[config.mk]
export PLATFORM = sky130hd
export DESIGN_NAME = irq_controller_flat
export DESIGN_NICKNAME = d
export VERILOG_FILES = /design/src/rtl/irq_controller_if.sv /design/src/rtl/irq_controller.sv /design/src/flat_wrapper.sv
export SDC_FILE = /design/constraint.sdc
export NUM_CORES = 1
export LEC_CHECK = 0
export BUFFER_PORTS_ARGS = -buffer_cell sky130_fd_sc_hd__buf_2
export CAP_MARGIN = 20
export CORE_MARGIN = 2
export CORE_UTILIZATION = 35
export CTS_CLUSTER_DIAMETER = 120
export CTS_CLUSTER_SIZE = 40
export DETAILED_ROUTE_END_ITERATION = 10
export PLACE_DENSITY = 0.63
export SYNTH_ARGS = -nofsm -noshare
export SYNTH_HDL_FRONTEND = slang
export SYNTH_SLANG_ARGS = --single-unit
[constraint.sdc]
create_clock -name clk -period 1.4 [get_ports clk]
set_clock_uncertainty 0.1 [all_clocks]
set_input_delay 0.21 -clock clk [delete_from_list [all_inputs] [get_ports clk]]
set_output_delay 0.21 -clock clk [all_outputs]
set_load 0.005 [all_outputs]
[src/rtl/irq_controller_if.sv]
// irq_controller_if: request/mask/control inputs and PC-mux/stack outputs of the vectored interrupt controller.
interface irq_controller_if #(
    parameter int NUM_IRQ  = 4,
    parameter int ID_W     = 2,
    parameter int PC_WIDTH = 10
);
    logic [NUM_IRQ-1:0]  irq;
    logic                mask_we;
    logic [NUM_IRQ-1:0]  mask_wd;
    logic                gie;
    logic                reti;
    logic [PC_WIDTH-1:0] pc_next;
    logic                int_take;
    logic [PC_WIDTH-1:0] int_vector;
    logic [PC_WIDTH-1:0] push_addr;
    logic                in_service;
    logic [ID_W-1:0]     active_id;
    logic [NUM_IRQ-1:0]  pending;
    modport slave (
        input  irq, mask_we, mask_wd, gie, reti, pc_next,
        output int_take, int_vector, push_addr, in_service, active_id, pending
    );
    modport master (
        output irq, mask_we, mask_wd, gie, reti, pc_next,
        input  int_take, int_vector, push_addr, in_service, active_id, pending
    );
endinterface

[src/rtl/irq_controller.sv]
// irq_controller: synchronises IRQ lines, latches rising edges as pending and
// issues a one-cycle vectored take to the lowest eligible index; no nesting until reti.
module irq_controller #(
    parameter int                  NUM_IRQ    = 4,
    parameter int                  ID_W       = 2,
    parameter int                  PC_WIDTH   = 10,
    parameter logic [PC_WIDTH-1:0] VEC_BASE   = 'h3F0,
    parameter int                  VEC_STRIDE = 4
) (
    input logic              clk,
    input logic              reset,
    irq_controller_if.slave  irq_if
);
    typedef enum logic [1:0] {IDLE, TAKE, SERVICE} state_t;
    state_t              state_q;
    logic [NUM_IRQ-1:0]  s1_q, s2_q, s3_q, pending_q, pending_d, mask_q;
    logic [NUM_IRQ-1:0]  eligible, rise, clr;
    logic [ID_W-1:0]     winner, active_id_q;
    logic [PC_WIDTH-1:0] int_vector_q, vector_d;
    logic                int_take_q, in_service_q, take;
    always_comb begin
        eligible = pending_q & mask_q;
        rise     = s2_q & ~s3_q;
        winner   = '0;
        for (int i = NUM_IRQ - 1; i >= 0; i--)
            if (eligible[i]) winner = ID_W'(i);
        take      = state_q == IDLE && irq_if.gie && |eligible;
        clr       = take ? NUM_IRQ'(1) << winner : '0;
        // a fresh edge on the line being taken survives the clear
        pending_d = (pending_q & ~clr) | rise;
        vector_d  = VEC_BASE + PC_WIDTH'(VEC_STRIDE) * PC_WIDTH'(winner);
    end
    always_ff @(posedge clk or posedge reset) begin
        if (reset) begin
            state_q      <= IDLE;
            s1_q         <= '0;
            s2_q         <= '0;
            s3_q         <= '0;
            pending_q    <= '0;
            mask_q       <= '0;
            int_take_q   <= 1'b0;
            int_vector_q <= '0;
            active_id_q  <= '0;
            in_service_q <= 1'b0;
        end else begin
            s1_q       <= irq_if.irq;
            s2_q       <= s1_q;
            s3_q       <= s2_q;
            pending_q  <= pending_d;
            int_take_q <= take;
            if (irq_if.mask_we) mask_q <= irq_if.mask_wd;
            case (state_q)
                IDLE: if (take) begin
                    state_q      <= TAKE;
                    active_id_q  <= winner;
                    int_vector_q <= vector_d;
                    in_service_q <= 1'b1;
                end
                TAKE: state_q <= SERVICE;
                SERVICE: if (irq_if.reti) begin
                    state_q      <= IDLE;
                    in_service_q <= 1'b0;
                end
                default: state_q <= IDLE;
            endcase
        end
    end
    assign irq_if.int_take   = int_take_q;
    assign irq_if.int_vector = int_vector_q;
    assign irq_if.push_addr  = irq_if.pc_next;
    assign irq_if.in_service = in_service_q;
    assign irq_if.active_id  = active_id_q;
    assign irq_if.pending    = pending_q;
endmodule

[src/flat_wrapper.sv]
// flat-port wrapper written by rule: the top's interface ports become plain ports
module irq_controller_flat 
#(
    parameter int                  NUM_IRQ    = 4,
    parameter int                  ID_W       = 2,
    parameter int                  PC_WIDTH   = 10,
    parameter logic [PC_WIDTH-1:0] VEC_BASE   = 'h3F0,
    parameter int                  VEC_STRIDE = 4
)
  (clk, reset, irq_if_irq, irq_if_mask_we, irq_if_mask_wd, irq_if_gie, irq_if_reti, irq_if_pc_next, irq_if_int_take, irq_if_int_vector, irq_if_push_addr, irq_if_in_service, irq_if_active_id, irq_if_pending);
  irq_controller_if #(.NUM_IRQ(NUM_IRQ), .ID_W(ID_W), .PC_WIDTH(PC_WIDTH)) irq_if_i ();
  input logic clk;
  input logic reset;
  input wire logic [$bits(irq_if_i.irq)-1:0] irq_if_irq;
  input wire logic [$bits(irq_if_i.mask_we)-1:0] irq_if_mask_we;
  input wire logic [$bits(irq_if_i.mask_wd)-1:0] irq_if_mask_wd;
  input wire logic [$bits(irq_if_i.gie)-1:0] irq_if_gie;
  input wire logic [$bits(irq_if_i.reti)-1:0] irq_if_reti;
  input wire logic [$bits(irq_if_i.pc_next)-1:0] irq_if_pc_next;
  output wire logic [$bits(irq_if_i.int_take)-1:0] irq_if_int_take;
  output wire logic [$bits(irq_if_i.int_vector)-1:0] irq_if_int_vector;
  output wire logic [$bits(irq_if_i.push_addr)-1:0] irq_if_push_addr;
  output wire logic [$bits(irq_if_i.in_service)-1:0] irq_if_in_service;
  output wire logic [$bits(irq_if_i.active_id)-1:0] irq_if_active_id;
  output wire logic [$bits(irq_if_i.pending)-1:0] irq_if_pending;
  assign irq_if_i.irq = irq_if_irq;
  assign irq_if_i.mask_we = irq_if_mask_we;
  assign irq_if_i.mask_wd = irq_if_mask_wd;
  assign irq_if_i.gie = irq_if_gie;
  assign irq_if_i.reti = irq_if_reti;
  assign irq_if_i.pc_next = irq_if_pc_next;
  assign irq_if_int_take = irq_if_i.int_take;
  assign irq_if_int_vector = irq_if_i.int_vector;
  assign irq_if_push_addr = irq_if_i.push_addr;
  assign irq_if_in_service = irq_if_i.in_service;
  assign irq_if_active_id = irq_if_i.active_id;
  assign irq_if_pending = irq_if_i.pending;
  irq_controller #(.NUM_IRQ(NUM_IRQ), .ID_W(ID_W), .PC_WIDTH(PC_WIDTH), .VEC_BASE(VEC_BASE), .VEC_STRIDE(VEC_STRIDE)) u_core (.clk(clk), .reset(reset), .irq_if(irq_if_i));
endmodule
==> metrics.log <==
[metrics] Antenna diodes: 0
[metrics] total met2 wirelength after detailed routing: 946 µm
[metrics] gpl congestion: 0.753
[metrics] count of input and output buffers: 28
[metrics] critical path required time: 1510 ps
[metrics] number of placed I/O pins: 51
[metrics] initial antenna violation count: 0
[metrics] Syn. warnings: 0
[metrics] number of cell instances on the worst register-to-register path: 3
[metrics] number of CTS-inserted buffers: 3
[metrics] vertical extent of the die: 59.8 µm
[metrics] type of the worst setup path: register to register
[metrics] footprint of the flip-flops and latches: 676 µm²
[metrics] Power Dens Cells: 1440 nW/µm²
[metrics] layout cells sized above 1: 42.9%
[metrics] buffer and inverter count on the worst path: 0
[metrics] wire length of the first global-routing pass: 2830 µm
[metrics] via count of the first global-routing pass: 691
[metrics] peak supply drop: 609 µV
[metrics] die area: 3580 µm²
[metrics] count of routing violations after the opening detailed-route iteration: 17
[metrics] cell-internal power: 1310 µW
[metrics] number of stages on the worst hold path: 2
[metrics] kind of cell adding the most delay to the critical path: simple AND/OR/NAND/NOR gates
[metrics] maximum fanout along the worst path: 5
[metrics] largest net degree at the start of global routing: 28
[metrics] share of power burned in combinational logic: 26.9%
[metrics] Tot Pwr: 1840 µW
[metrics] endpoints failing setup: 0
[metrics] minimum clock period after layout: 1330 ps
[metrics] synthesized netlist cell count: 86
[metrics] RSZ-0062 raised after global routing: false
[metrics] total length of routed met3 wires: 128 µm
[metrics] endpoint kind of the worst setup timing path: register
[metrics] Worst path depth: 3
[metrics] portion of total power attributed to the clock network: 17.0%
[metrics] reported net switching power: 530 µW
[metrics] later-pin clock latency in the skew report: 310 ps
[metrics] DP Cell Count: 134
[metrics] DRC violation count after routing: 0
[metrics] fmax: 0.752 GHz
[metrics] Critical path origin: u_core.state_q[1]
[metrics] Filler Cell Count: 300
[metrics] result of the run: completed
[metrics] final hold violations: 0
[metrics] Worst Hold Class: input pin to register
[metrics] M1 WL: 680 µm
[metrics] total global routing track utilization: 10.8%
[metrics] footprint of the multi-input gates: 263 µm²
[metrics] Worst R2R Start: u_core.state_q[1]
[metrics] Placeable Area: 3000 µm²
[metrics] average instance area after synthesis: 12.7 µm²
[metrics] cell area after synthesis: 1090 µm²
[metrics] net count reported at finish: 136
[metrics] clock tree from TritonCTS: built
[metrics] CTS H-tree depth: 1
[metrics] Hold Startpoint: irq_if_mask_wd[3]
[metrics] remaining global-route overflow: 0
[metrics] Initial DRT Pass Iterations: 3
[metrics] starting density of the core: 36.3%
[metrics] number of clock sinks: 27
[metrics] switching portion of total power: 28.8%
[metrics] Site Rows: 20
[metrics] worst endpoint data arrival time: 1440 ps
[metrics] leakage power: 0.000614 µW
[metrics] count of state elements after synthesis: 27
[metrics] # Max-Cap Violations: 0
[metrics] buffer depth of the longest clock path: 2
[metrics] post-CTS setup buffer count: 0
[metrics] detailed-route via count: 680
[metrics] share of the yosys chip area belonging to registers: 62.0%
[metrics] total detailed-routing wirelength: 1780 µm
[metrics] critical path's slowest cell: sky130_fd_sc_hd__dfrtp_1
[metrics] highest routed layer: met4
[metrics] Die Wd: 59.8 µm
[metrics] layout overhead on the synthesized area: 17.1%
[metrics] part of the total power dissipated in sequential elements: 56.1%
[metrics] root buffer cell: sky130_fd_sc_hd__clkbuf_4
[metrics] final setup TNS: 0 ps
[metrics] cells along the critical path: nor3b_2, nand3_1, a22o_1
[metrics] average wire length per cell after detail routing: 12.3 µm
[metrics] remaining number of nets flagged by the antenna check after routing: 0
[metrics] DP HPWL: 1320 µm
[metrics] number of unique standard cell types used by synthesis: 23
[metrics] Critical Path Start Type: register
[metrics] Clock Pin Slew Worst Setup and Hold Paths: 130 ps
[metrics] share of the clock period used by the worst path: 95.0%
[metrics] count of final max-slew check failures: 0
[metrics] number of standard cells in the layout, taps in and fillers out: 145
[metrics] critical path's largest stage delay: 450 ps
[metrics] Via-to-Cell Ratio: 4.69
per-layer routing:
metal / vias to the layer above / GRT usage [%]
met5: - / 0
met4: 0 / 7.62
met3: 4 / 2.81
met2: 20 / 18.8
met1: 336 / 11.0
li1: 320 / -
flip-flops by register name, summed over array words and instances (netlist names):
name / cells
u_core.irq_if.pending: 4
u_core.mask_q: 4
u_core.s1_q: 4
u_core.s2_q: 4
u_core.s3_q: 4
u_core.irq_if.int_vector: 2
u_core.state_q: 2
u_core.irq_if.active_id: 1
u_core.irq_if.in_service: 1
u_core.irq_if.int_take: 1
placed cells by master, fill, tap and decap left out, types with 2 or more instances in the layout:
| master | instances |
|---|---|
| sky130_fd_sc_hd__a22o_1 | 3 |
| sky130_fd_sc_hd__a22oi_2 | 2 |
| sky130_fd_sc_hd__buf_2 | 28 |
| sky130_fd_sc_hd__buf_4 | 5 |
| sky130_fd_sc_hd__clkbuf_4 | 3 |
| sky130_fd_sc_hd__conb_1 | 2 |
| sky130_fd_sc_hd__dfrtp_1 | 27 |
| sky130_fd_sc_hd__dlygate4sd3_1 | 7 |
| sky130_fd_sc_hd__inv_1 | 6 |
| sky130_fd_sc_hd__mux2_2 | 5 |
| sky130_fd_sc_hd__nand2_1 | 6 |
| sky130_fd_sc_hd__nand3_1 | 2 |
| sky130_fd_sc_hd__nor2_1 | 2 |
power by group through the flow:
| stage | clock [µW] | combinational, µW | sequential, µW |
|---|---|---|---|
| after floorplan | 0 | 311 | 1040 |
| after global placement | 0 | 477 | 1030 |
| after detailed placement | 0 | 484 | 1040 |
| after CTS | 333 | 497 | 1030 |
| after global routing | 366 | 556 | 1060 |
| final | 313 | 495 | 1030 |
cell usage after synthesis (all sizes together):
| cell type | count | area share (%) |
|---|---|---|
| a21o | 1 | 0.80 |
| nor2 | 2 | 0.69 |
| a32oi | 1 | 0.80 |
| a22oi | 2 | 1.4 |
| a22o | 3 | 2.4 |
| buf | 19 | 13 |
| dfrtp | 27 | 62 |
| nor3b | 1 | 1.1 |
| nand3 | 2 | 0.92 |
| o21ai | 1 | 0.46 |
| inv | 6 | 2.1 |
| nand2 | 6 | 2.1 |
| or2 | 1 | 0.57 |
| conb | 1 | 0.34 |
| nand3b | 1 | 0.69 |
| nand4 | 1 | 0.57 |
| a41o | 1 | 0.92 |
| or3b | 1 | 1.0 |
| o22a | 1 | 0.92 |
| mux2 | 5 | 5.2 |
| o211ai | 1 | 0.69 |
| a21oi | 2 | 1.3 |
stage by stage:
step           util (%)  cell area, µm²  worst slack [ps]  hold WS [ps]
2_1_floorplan         -            1090               132           141
3_3_place_gp       39.0            1170              92.2           178
3_5_place_dp       39.0            1170              71.9           187
4_1_cts            41.5            1250              52.3          8.03
5_1_grt            42.5            1280              1.06          1.33
6_report           42.5            1280              70.0          25.3
final cells by class:
| cell class | instances | area share, % |
|---|---|---|
| inverters | 6 | 1.76 |
| clock buffers | 4 | 2.06 |
| repair buffers | 40 | 19.4 |
| multi-input cells | 35 | 20.6 |
| flip-flops and latches | 27 | 52.9 |
| well taps | 33 | 3.24 |
logic make-up after synthesis:
family / after synthesis / share of synthesized area (%)
DFF: 27 / 62.0
buffers and inverters: 25 / 15.2
and+or+nand+nor: 15 / 7.69
AOI/OAI and AO/OA: 13 / 9.64
muxes: 5 / 5.17
other: 1 / 0.344
worst paths after layout:
check,slack [ps],to
max,70,u_core.irq_if.pending[1]
min,30,u_core.mask_q[3]
max reg2reg,70,u_core.irq_if.pending[1]
min reg2reg,260,u_core.s2_q[3]
max in group asynchronous,580,u_core.state_q[1]
min in group asynchronous,380,u_core.s1_q[1]
what timing repair did:
| action | 4_1_cts | 5_1_grt |
|---|---|---|
| setup endpoints to repair | 0 | 2 |
| resized for setup | 0 | 2 |
| hold buffers | 5 | 2 |
| hold endpoints to repair | 31 | 2 |
Power figures use the tool's default switching activity.
